$ cat src/rtl/myo_spi_pkg.sv
// Shared types and constants for the SPI frame sequencer: FSM encoding,
// reply slot indices and the default frame header.
package myo_spi_pkg;

  localparam int unsigned WORD_W      = 16;
  localparam int unsigned REPLY_SLOTS = 8;

  localparam logic [WORD_W-1:0] DEFAULT_HEADER_WORD = 16'h8000;

  localparam int unsigned SLOT_STATUS = 0;
  localparam int unsigned SLOT_POS_HI = 1;
  localparam int unsigned SLOT_POS_LO = 2;
  localparam int unsigned SLOT_VEL    = 3;
  localparam int unsigned SLOT_CUR    = 4;
  localparam int unsigned SLOT_DISP   = 5;
  localparam int unsigned SLOT_S1     = 6;
  localparam int unsigned SLOT_S2     = 7;

  typedef enum logic [2:0] {
    ST_IDLE,
    ST_SETUP,
    ST_LOAD,
    ST_WAIT_RX,
    ST_GUARD,
    ST_DONE
  } state_e;

endpackage

$ cat src/rtl/myo_cycle_down_counter.sv
// Loadable down counter with a zero flag; saturates at zero.
module myo_cycle_down_counter #(
  parameter int unsigned WIDTH = 8
) (
  input  logic             clock,
  input  logic             reset,
  input  logic             load_i,
  input  logic [WIDTH-1:0] load_val_i,
  input  logic             dec_i,
  output logic             zero_o
);

  logic [WIDTH-1:0] count_q;

  always_ff @(posedge clock or posedge reset) begin
    if (reset) begin
      count_q <= '0;
    end else if (load_i) begin
      count_q <= load_val_i;
    end else if (dec_i && (count_q != '0)) begin
      count_q <= count_q - WIDTH'(1);
    end
  end

  assign zero_o = (count_q == '0);

endmodule

$ cat src/rtl/myo_spi_frame_sequencer.sv
// Per-transaction SPI frame sequencer in front of the 16-bit spi_master core.
// Optional per-word watchdog enabled by defining MYO_SPI_TIMEOUT_EN.
module myo_spi_frame_sequencer
  import myo_spi_pkg::*;
#(
  parameter int unsigned       FRAME_WORDS     = 8,
  parameter logic [WORD_W-1:0] HEADER_WORD     = DEFAULT_HEADER_WORD,
  parameter int unsigned       SS_SETUP_CYCLES = 2,
  parameter int unsigned       SS_GUARD_CYCLES = 4,
  parameter int unsigned       TIMEOUT_CYCLES  = 1000
) (
  input  logic              clock,
  input  logic              reset,
  input  logic              start,
  input  logic [WORD_W-1:0] pwmRef,
  input  logic              write_ack,
  input  logic              data_read_valid,
  input  logic [WORD_W-1:0] data_read,
  output logic [WORD_W-1:0] Word,
  output logic              wren,
  output logic              ss_n,
  output logic              spi_done,
  output logic [WORD_W-1:0] status,
  output logic [31:0]       position,
  output logic [WORD_W-1:0] velocity,
  output logic [WORD_W-1:0] current,
  output logic [WORD_W-1:0] displacement,
  output logic [WORD_W-1:0] sensor1,
  output logic [WORD_W-1:0] sensor2,
  output logic              frame_error
);

  localparam int unsigned IDX_W    = $clog2(FRAME_WORDS);
  localparam bit          SETUP_EN = (SS_SETUP_CYCLES != 0);
  localparam bit          GUARD_EN = (SS_GUARD_CYCLES != 0);
  localparam int unsigned SETUP_LD = SETUP_EN ? SS_SETUP_CYCLES - 1 : 0;
  localparam int unsigned GUARD_LD = GUARD_EN ? SS_GUARD_CYCLES - 1 : 0;
  localparam int unsigned TMO_LD   = (TIMEOUT_CYCLES != 0) ? TIMEOUT_CYCLES - 1 : 0;
  localparam int unsigned MAX_A    = (SETUP_LD > GUARD_LD) ? SETUP_LD : GUARD_LD;
  localparam int unsigned CNT_MAX  = (MAX_A > TMO_LD) ? MAX_A : TMO_LD;
  localparam int unsigned CNT_W    = $clog2(CNT_MAX + 2);

  state_e            state_q;
  logic [IDX_W-1:0]  idx_q;
  logic [WORD_W-1:0] pwm_q;
  logic [WORD_W-1:0] word_q;
  logic              wren_q, ss_n_q, spi_done_q;
  logic [WORD_W-1:0] shadow_q [REPLY_SLOTS];
  logic [WORD_W-1:0] shadow_c [REPLY_SLOTS];

  logic              cap_c, last_c, timeout_c, abort_c, start_go_c;
  logic              enter_load_c, next_load_c, enter_guard_c, publish_c, publish_data_c;
  logic              cnt_load_c, cnt_dec_c, cnt_zero;
  logic [CNT_W-1:0]  cnt_val_c;

`ifdef MYO_SPI_TIMEOUT_EN
  logic frame_error_q, aborted_q;
  assign frame_error = frame_error_q;
`else
  assign frame_error = 1'b0;
`endif

  // MOSI word for a given frame index: header, latched reference, then padding.
  function automatic logic [WORD_W-1:0] frame_word(input logic [IDX_W-1:0] idx,
                                                  input logic [WORD_W-1:0] pwm);
    if (idx == IDX_W'(0)) return HEADER_WORD;
    else if (idx == IDX_W'(1)) return pwm;
    else return '0;
  endfunction

  always_comb begin
    cap_c      = ((state_q == ST_LOAD && write_ack) || state_q == ST_WAIT_RX) && data_read_valid;
    last_c     = cap_c && (idx_q == IDX_W'(FRAME_WORDS - 1));
    timeout_c  = 1'b0;
    abort_c    = 1'b0;
`ifdef MYO_SPI_TIMEOUT_EN
    timeout_c  = (state_q == ST_LOAD || state_q == ST_WAIT_RX) && cnt_zero && !cap_c;
    abort_c    = aborted_q || timeout_c;
`endif
    start_go_c     = (state_q == ST_IDLE) && start;
    next_load_c    = cap_c && !last_c;
    enter_load_c   = (start_go_c && !SETUP_EN) || (state_q == ST_SETUP && cnt_zero) || next_load_c;
    enter_guard_c  = last_c || timeout_c;
    publish_c      = (enter_guard_c && !GUARD_EN) || (state_q == ST_GUARD && cnt_zero);
    publish_data_c = publish_c && !abort_c;
    cnt_load_c     = start_go_c || enter_load_c || enter_guard_c;
    if (enter_guard_c)     cnt_val_c = CNT_W'(GUARD_LD);
    else if (enter_load_c) cnt_val_c = CNT_W'(TMO_LD);
    else                   cnt_val_c = CNT_W'(SETUP_LD);
    cnt_dec_c = !cnt_load_c && !cnt_zero;
  end

  // Shadow slots with the current capture folded in, so a zero-guard frame publishes its last reply.
  always_comb begin
    for (int unsigned i = 0; i < REPLY_SLOTS; i++) begin
      shadow_c[i] = (cap_c && idx_q == IDX_W'(i)) ? data_read : shadow_q[i];
    end
  end

  myo_cycle_down_counter #(.WIDTH(CNT_W)) u_cnt (
    .clock      (clock),
    .reset      (reset),
    .load_i     (cnt_load_c),
    .load_val_i (cnt_val_c),
    .dec_i      (cnt_dec_c),
    .zero_o     (cnt_zero)
  );

  always_ff @(posedge clock or posedge reset) begin
    if (reset) begin
      state_q      <= ST_IDLE;
      idx_q        <= '0;
      pwm_q        <= '0;
      word_q       <= '0;
      wren_q       <= 1'b0;
      ss_n_q       <= 1'b1;
      spi_done_q   <= 1'b1;
      shadow_q     <= '{default: '0};
      status       <= '0;
      position     <= '0;
      velocity     <= '0;
      current      <= '0;
      displacement <= '0;
      sensor1      <= '0;
      sensor2      <= '0;
`ifdef MYO_SPI_TIMEOUT_EN
      frame_error_q <= 1'b0;
      aborted_q     <= 1'b0;
`endif
    end else begin
      shadow_q <= shadow_c;
`ifdef MYO_SPI_TIMEOUT_EN
      frame_error_q <= 1'b0;
`endif
      case (state_q)
        ST_IDLE: begin
          if (start) begin
            pwm_q      <= pwmRef;
            idx_q      <= '0;
            ss_n_q     <= 1'b0;
            spi_done_q <= 1'b0;
            state_q    <= ST_SETUP;
          end
        end
        ST_LOAD: begin
          if (write_ack) begin
            wren_q  <= 1'b0;
            state_q <= ST_WAIT_RX;
          end
        end
        ST_DONE: state_q <= ST_IDLE;
        default: ;
      endcase

      // Later assignments take priority over the per-state defaults above.
      if (enter_load_c) begin
        state_q <= ST_LOAD;
        wren_q  <= 1'b1;
        word_q  <= start_go_c ? HEADER_WORD : frame_word(next_load_c ? idx_q + IDX_W'(1) : idx_q, pwm_q);
      end
      if (next_load_c) idx_q <= idx_q + IDX_W'(1);
      if (enter_guard_c) begin
        wren_q  <= 1'b0;
        state_q <= ST_GUARD;
      end
`ifdef MYO_SPI_TIMEOUT_EN
      if (timeout_c) begin
        frame_error_q <= 1'b1;
        aborted_q     <= 1'b1;
      end
      if (publish_c) aborted_q <= 1'b0;
`endif
      if (publish_c) begin
        state_q    <= ST_DONE;
        ss_n_q     <= 1'b1;
        spi_done_q <= 1'b1;
      end
      if (publish_data_c) begin
        status       <= shadow_c[SLOT_STATUS];
        position     <= {shadow_c[SLOT_POS_HI], shadow_c[SLOT_POS_LO]};
        velocity     <= shadow_c[SLOT_VEL];
        current      <= shadow_c[SLOT_CUR];
        displacement <= shadow_c[SLOT_DISP];
        sensor1      <= shadow_c[SLOT_S1];
        sensor2      <= shadow_c[SLOT_S2];
      end
    end
  end

  assign Word     = word_q;
  assign wren     = wren_q;
  assign ss_n     = ss_n_q;
  assign spi_done = spi_done_q;

endmodule

$ cat config.mk
export PLATFORM = sky130hd
export DESIGN_NAME = myo_spi_frame_sequencer
export DESIGN_NICKNAME = d
export VERILOG_FILES = /design/src/rtl/myo_spi_pkg.sv /design/src/rtl/myo_cycle_down_counter.sv /design/src/rtl/myo_spi_frame_sequencer.sv
export SDC_FILE = /design/constraint.sdc
export NUM_CORES = 1
export LEC_CHECK = 0
export ABC_CLOCK_PERIOD_IN_PS = 9550
export BUFFER_PORTS_ARGS = -buffer_cell sky130_fd_sc_hd__buf_2
export CORE_ASPECT_RATIO = 1.75
export CORE_MARGIN = 2
export CORE_UTILIZATION = 50
export CTS_CLUSTER_SIZE = 24
export DETAILED_ROUTE_END_ITERATION = 6
export PLACE_DENSITY = 0.71
export RECOVER_POWER = 50
export SETUP_SLACK_MARGIN = 0.05
export SYNTH_ARGS = -nofsm -noshare
export SYNTH_HDL_FRONTEND = slang
export SYNTH_HIERARCHICAL = 1
export SYNTH_SLANG_ARGS = --single-unit
$ cat constraint.sdc
create_clock -name clock -period 9.55 [get_ports clock]
set_clock_uncertainty 0.05 [all_clocks]
set_input_delay 0.955 -clock clock [delete_from_list [all_inputs] [get_ports clock]]
set_output_delay 0.955 -clock clock [all_outputs]
set_load 0.01 [all_outputs]
==> results of run 1 <==
-- worst reg2reg max path: stages, from the launching register on --
cell	delay (ps)
dfrtp_1	440
nor4_1	830
nand4_1	240
inv_1	220
and4_4	740
buf_4	720
nand3_1	180
nand2_1	120
-- cell usage in the layout (no fill, tap or decap), types with 4 or more instances in the layout --
| cell type | count |
|---|---|
| nand2_1 | 434 |
| inv_1 | 16 |
| ha_1 | 8 |
| clkinv_2 | 9 |
| a21oi_1 | 8 |
| dfrtp_1 | 305 |
| clkbuf_1 | 151 |
| nand3_1 | 22 |
| o21ai_1 | 6 |
| a22o_1 | 15 |
| conb_1 | 4 |
| mux2i_1 | 4 |
| buf_2 | 37 |
| mux2_2 | 132 |
| nor2_1 | 5 |
| nand4_1 | 4 |
| clkbuf_16 | 27 |
| o21ai_0 | 4 |
| buf_4 | 7 |
-- cell families after synthesis --
group                      count (synthesis)  synth area share
and+or+nand+nor                          491             0.167
DFF                                      306             0.631
muxes                                    136             0.126
buffers and inverters                     71            0.0312
AOI/OAI and AO/OA                         50            0.0337
adders and majority gates                  8           0.00824
xor gates and xnor gates                   4           0.00289
other                                      2          0.000618
-- sequential cells by signal, indices dropped and copies added, names as in the netlist --
register	flops
Word	16
current	16
displacement	16
idx_q	3
position	32
pwm_q	16
sensor1	16
sensor2	16
shadow_q	128
spi_done	1
state_q	3
status	16
u_cnt/count_q	10
velocity	16
wren	1
-- stage by stage --
step | hold slack, ps | instance area, um^2 | setup slack [ps] | utilization | power [mW]
after CTS | 407 | 14100 | 6240 | 0.588 | 2.62
after global routing | 403 | 13900 | 4170 | 0.579 | 2.68
after global placement | 392 | 13200 | 5890 | 0.552 | 1.53
after detailed placement | 398 | 13200 | 5780 | 0.552 | 1.53
final | 361 | 13900 | 5110 | 0.579 | 2.59
after floorplan | 383 | 12200 | 371 | - | 1.48
-- power by group --
group	internal, mW	switching (mW)
clock	0.622	0.464
combinational	0.0544	0.100
sequential	1.32	0.0319
-- worst paths after layout --
check                                      start                            to  slack [ps]  cells past startpoint
max in group clock  u_cnt/count_q[5]$_DFFE_PP0P_      velocity[15]$_DFFE_PP0P_        5940                      7
max reg2reg         u_cnt/count_q[5]$_DFFE_PP0P_      velocity[15]$_DFFE_PP0P_        5940                      7
min in group clock        shadow_q[51]$_DFF_PP0_        current[3]$_DFFE_PP0P_         410                      2
max                                        reset         pwm_q[13]$_DFFE_PP0P_        5110                      4
min reg2reg               shadow_q[51]$_DFF_PP0_        current[3]$_DFFE_PP0P_         410                      2
min                                        reset  u_cnt/count_q[9]$_DFFE_PP0P_         360                      2
-- layout make-up --
type	instances	area share
inverters	17	0.00470
multi-input cells	693	0.294
repair buffers	191	0.0570
flip-flops and latches	306	0.553
clock inverters	13	0.0103
well taps	308	0.0278
clock buffers	34	0.0528
-- cell usage after synthesis (all sizes together), types with 2 or more instances --
master and count:
nor3 4, nor4 2, mux2i 4, nand2 435, clkbuf 18, buf 36, nand4 4, nor2 6
nand2b 2, xor2 2, nor2b 2, ha 8, o31ai 2, a22o 15, mux2 132, nand3 23
and3 3, a311oi 2, dfrtp 305, conb 2, nor3b 4, o2111ai 2, o21ai 10, xnor2 2
inv 17, a21oi 9
-- layer usage --
layer  routed length [um]  track usage  vias to the layer above
met2                14300        0.385                      191
li1                     -            -                     3807
met1                11100        0.269                     4095
met3                 1120       0.0260                       47
met4                  841       0.0852                        0
met5                    0            0                        -
==> impl_results.md, run 1 <==
- Status: finished, violations left
- Failing checks: capacitance limit, slew limit
- Layout cell share with drive strength beyond 1: 0.187
- Largest net degree at the start of global routing: 85
- Critical path buffers and inverters: 4
- Die W: approximately 120 um
- Routed WL: approximately 27000 um
- Post-cts resize count: 0
- Clk pin slew, worst setup/hold paths: about 70 ps
- Die area: between 20000 and 30000 um^2
- Worst-Margin Slew: 3290 ps
- Setup TNS Final: 0 ps
- Core Region: approximately 24000 um^2
- Pins Over Slew Limit: 112
- Post-CTS Setup Bufs: 0
- Post-synth EDFFs: 0
- Top_reg_cell synth: dfrtp_1
- Worst path slowest cell: clkinvlp_2
- CTS Root Cell: clkbuf_16
- CTS Hold Bufs: 0
- Minimum clock period: 4440 ps
- Yosys warnings: 6
- Clk_lat worst skew: ~540 ps
- Port buffer count: 183
- Vias in the first global route: 8282
- Antenna-violating nets left: 0
- # fillers: roughly 2100
- Synth top area cells: dfrtp_1 (63%), nand2_1 (13%), mux2_2 (12%), a22o_1 (1.1%), buf_2 (0.87%)
- Number of synthesized register bits: 306
- Via density: roughly 5.2
- Cell count after synthesis: around 1100
- Power per cell area: 187 nW/um^2
- DRT Pass-1 Iters: 5
- Vert. Die Dim: 210 um
- Max-cap violations: 2
- Slew HR: -1.20
- Mean post-synth cell area: around 11 um^2
- Worst VDD drop: about 0.00014 V
- Htree depth: 1
- Peak per-stage delay on the critical path: ~1800 ps
- Inst Count DP: 1515
- Sequential share of the synthesized area: 0.631
- RSZ-0062 raised after global routing: no
- GR Overflow Total: 0
- Cell mode on critical path: buf_4
- Crit Path Class: in2async
- Antenna diodes: 0
- IO Count: 185
- Register area: ~7700 um^2
- Synth async-reset ratio: 1.00
- DRC violation count after routing: 0
- Maximum root-to-sink buffer count: 3
- Routability cong.: about 0.83
- Crit path cell chain: clkbuf_1, clkinvlp_2, buf_4, buf_4
- Total GRT Usage: 0.217
- Nets: approximately 1300
- FP Rows: 75
- Initial Util: 0.508
- Inserted Clock Buffers: 27
- Area of the multi-input gates: between 4000 and 5000 um^2
- Crit-path leading delay family: buffers and inverters
- Detailed-placement wirelength estimate: roughly 18000 um
- FMAX: approximately 230 MHz
- Clock Sinks: roughly 300
- Worst Path Required: between 10000 and 15000 ps
- Area growth from synthesis to layout: 14.1%
- Mapped Area: between 10000 and 15000 um^2
- Final period util: 0.465
- Fin cells: ~1600
- Hold Crit Class: in2async
- Endpoints failing hold: 0
- Cell taking the most area after synthesis: dfrtp_1
- Worst Setup Start Kind: input port
- CP Capture Type: async pin
- Endpoints failing setup: 0
- Routed length per placed instance: about 18 um
- CP max FO: 84
- Crit path DAT: 4910 ps
- Initial antenna violation count: 0
- Library cells used by synthesis: 55
- LEAKAGE: 7.34 nW
- CTS tree: yes
- First-pass GRT wire length: 43500 um
- DR iter-0 viols: slightly below 500
- Top cell type's share of synthesized area: 0.628
- Via count: 8140
Power figures use the tool's default switching activity.
==> run 2, diff against run 1 <==
--- a/config.mk
+++ b/config.mk
@@ -5,7 +5,7 @@
 export SDC_FILE = /design/constraint.sdc
 export NUM_CORES = 1
 export LEC_CHECK = 0
-export ABC_CLOCK_PERIOD_IN_PS = 9550
+export ABC_CLOCK_PERIOD_IN_PS = 3800
 export BUFFER_PORTS_ARGS = -buffer_cell sky130_fd_sc_hd__buf_2
 export CORE_ASPECT_RATIO = 1.75
 export CORE_MARGIN = 2
==> constraint.sdc (replaced) <==
create_clock -name clock -period 3.8 [get_ports clock]
set_clock_uncertainty 0.05 [all_clocks]
set_input_delay 0.38 -clock clock [delete_from_list [all_inputs] [get_ports clock]]
set_output_delay 0.38 -clock clock [all_outputs]
set_load 0.01 [all_outputs]
==> run 2 against run 1 <==
- the run ends with capacitance limit left
- count of clock-buffer cells in the layout up 3
- first-iteration DRC count grew 18%
- clock power grew to 2.5 times the previous value
- die area stayed put
- worst hold slack lost 340 ps
- sequential power grew to 2.5 times the previous value
- highest routed layer unchanged
- via count rose by 0.37%
- core utilization rose by 1.1 points
- cell area is 2.0% higher
- global-route usage increased by 0.47 points
- critical path depth grew 9
==> impl_results.md, run 2 (synthesis results as in run 1) <==
- Post-cts resize count: 0 (unchanged)
- Status: finished, violations left (unchanged)
- Total GRT Usage: 0.222 (was 0.217)
- Top reg by flops: shadow_q (unchanged)
- Crit path DAT: 3390 ps (was 4910 ps)
- Worst Setup Start Kind: register (was input port)
- Number of flip-flops in the largest register: 128 (unchanged)
- Hold Crit Class: in2reg (was in2async)
- Hold path cells: 3
- Nets: 1302 (was 1281)
- Failing checks: capacitance limit (was capacitance limit, slew limit)
- Setup TNS Final: 0 ps (unchanged)
- Power per cell area: 465 nW/um^2 (was 187 nW/um^2)
- Fin Hold WS: 22.2 ps (was 361 ps)
- Largest net degree at the start of global routing: 152 (was 85)
- DRC violation count after routing: 0 (unchanged)
- Clk pin slew, worst setup/hold paths: 70 ps (about the same)
- DP Worst Slack: 774 ps (was 5780 ps)
- First-pass GRT wire length: 44400 um (was 43500 um)
- Slew HR: 0.00537 (was -1.20)
- Maximum root-to-sink buffer count: 3 (unchanged)
- Clock Sinks: 306 (unchanged)
- Peak per-stage delay on the critical path: 440 ps (was 1840 ps)
- Core Region: 23900 um^2 (unchanged)
- Post-CTS Setup Bufs: 0 (unchanged)
- Port buffer count: 183 (unchanged)
- Flop-to-flop setup slack: 770 ps (was 5940 ps)
- Final period util: 0.798
- RSZ-0062 raised after global routing: no (unchanged)
- Endpoints failing setup: 0 (unchanged)
- Layout cell share with drive strength beyond 1: 0.189 (was 0.187)
- Die W: 122 um (unchanged)
- Reg2reg start: u_cnt/count_q[0]$_DFFE_PP0P_ (was u_cnt/count_q[5]$_DFFE_PP0P_)
- Crit Path Class: reg2reg (was in2async)
- CP Capture Type: register (was async pin)
- Commonest non-fill, non-tap cell in the layout: nand2_1 (unchanged)
- Htree depth: 1 (unchanged)
- Antenna diodes: 0 (unchanged)
- CTS Hold Bufs: 16 (was 0)
- CTS tree: yes (unchanged)
- Worst-Margin Slew: 1490 ps (was 3290 ps)
- Vias in the first global route: 8324 (was 8282)
- FP Rows: 75 (unchanged)
- DRT Pass-1 Iters: 4 (was 5)
- Routability cong.: 0.820 (was 0.831)
- CTS Root Cell: clkbuf_16 (unchanged)
- Inst Count DP: 1521 (was 1515)
- Most frequent cells in the layout: nand2_1 (434), dfrtp_1 (305), clkbuf_1 (156) (was nand2_1 (434), dfrtp_1 (305), clkbuf_1 (151))
- CP Launch Point: u_cnt/count_q[0]$_DFFE_PP0P_ (was reset)
- FF-to-FF End: u_cnt/count_q[9]$_DFFE_PP0P_ (was velocity[15]$_DFFE_PP0P_)
- Minimum clock period: 3030 ps
- Pins Over Slew Limit: 0 (was 112)
- Die area: 25600 um^2 (unchanged)
- Crit path cell chain: inv_1, ha_1, nand4_1, inv_1, mux2_2, a21oi_4, nand2_1, buf_4, nor2_1, nor3b_2, nand4_1, xnor2_1, o21ai_1 (was clkbuf_1, clkinvlp_2, buf_4, buf_4)
- Antenna-violating nets left: 0 (unchanged)
- Fin cells: 1585 (was 1562)
- Routed WL: 27800 um (was 27400 um)
- Detailed-placement wirelength estimate: 18400 um (was 18000 um)
- Via density: 5.15 (was 5.21)
- Worst Path Required: 4150 ps (was 10020 ps)
- DR iter-0 viols: 582 (was 494)
- Top Registers: shadow_q: 128 flops, position: 32 flops (unchanged)
- Core Util, Final: 0.590 (was 0.579)
- IO Count: 185 (unchanged)
- Max-cap violations: 1 (was 2)
- Worst VDD drop: 0.000399 V (was 0.000142 V)
- Hold Crit Start: pwmRef[5]
- Clk_lat worst skew: 530 ps (was 540 ps)
- Hold endpoint: pwm_q[5]$_DFFE_PP0P_
- Routed length per placed instance: 17.6 um (was 17.5 um)
- Via count: 8170 (was 8140)
- Vert. Die Dim: 210 um (unchanged)
- CP max FO: 21 (was 84)
- FMAX: approximately 330 MHz
- Setup slack after layout: 767 ps (was 5110 ps)
- LEAKAGE: 7.43 nW (was 7.34 nW)
- Endpoints failing hold: 0 (unchanged)
- Area growth from synthesis to layout: 16.3% (was 14.1%)
- GR Overflow Total: 0 (unchanged)
- Initial Util: 0.508 (unchanged)
- Inserted Clock Buffers: 26 (was 27)
- Worst path slowest cell: nor3b_2 (was clkinvlp_2)
- Initial antenna violation count: 0 (unchanged)
- R2R depth: 13 (was 7)
[run 2: cell types whose count changed in the layout (fill, tap and decap cells not counted), moves of 2 or more]
cell           before  now
buf_12              0    2
clkbuf_1          151  156
clkbuf_2            0    2
clkinv_2            9    4
clkinvlp_4          1    3
dlygate4sd3_1       0   16
nand3_1            22   18
nand3_2             1    5
[run 2: worst max-delay path by stage]
stage / endpoint / cells after the start
finish: u_cnt/count_q[9]$_DFFE_PP0P_ / 13
global placement: u_cnt/count_q[9]$_DFFE_PP0P_ / 13
floorplan: Word[0]$_DFFE_PP0P_ / 1
global route: u_cnt/count_q[7]$_DFFE_PP0P_ / 13
detailed placement: u_cnt/count_q[9]$_DFFE_PP0P_ / 13
CTS: u_cnt/count_q[9]$_DFFE_PP0P_ / 13
[run 2: routing by layer]
layer  global-route usage  up-vias  routed length, um
met2                0.400      183              14800
li1                     -     3860                  -
met5                    0        -                  0
met3               0.0338       45               1300
met1                0.269     4082              10900
met4               0.0733        0                807
[run 2: cell type report]
cell class | instances | area (um^2)
multi-input cells | 693 | 4120
flip-flops and latches | 306 | 7660
clock inverters | 11 | 141
clock buffers | 37 | 753
repair buffers | 213 | 1010
fillers | 2098 | 9800
well taps | 308 | 385
inverters | 17 | 65.1
[run 2: stage by stage]
stage / area (um^2) / total power, mW
6_report: 14100 / 6.57
5_1_grt: 14100 / 6.82
4_1_cts: 14300 / 6.63
3_5_place_dp: 13300 / 3.86
3_3_place_gp: 13300 / 3.84
2_1_floorplan: 12200 / 3.72
[run 2: worst max-delay path: cells and delay by family (launching register included)]
| kind | cells | cell delay, ps |
|---|---|---|
| mux | 1 | 300 |
| flops | 1 | 400 |
| simple gates | 5 | 1070 |
| xor+xnor | 1 | 180 |
| compound gates | 2 | 270 |
| buf+inv | 3 | 370 |
| fa+ha+maj | 1 | 270 |
[run 2: where the power goes]
group / leakage (nW) / switching (mW) / internal [mW] / total [mW]
registers: 4.14 / 0.0827 / 3.32 / 3.40
clock network: 0.432 / 1.17 / 1.59 / 2.77
logic: 2.86 / 0.253 / 0.150 / 0.403
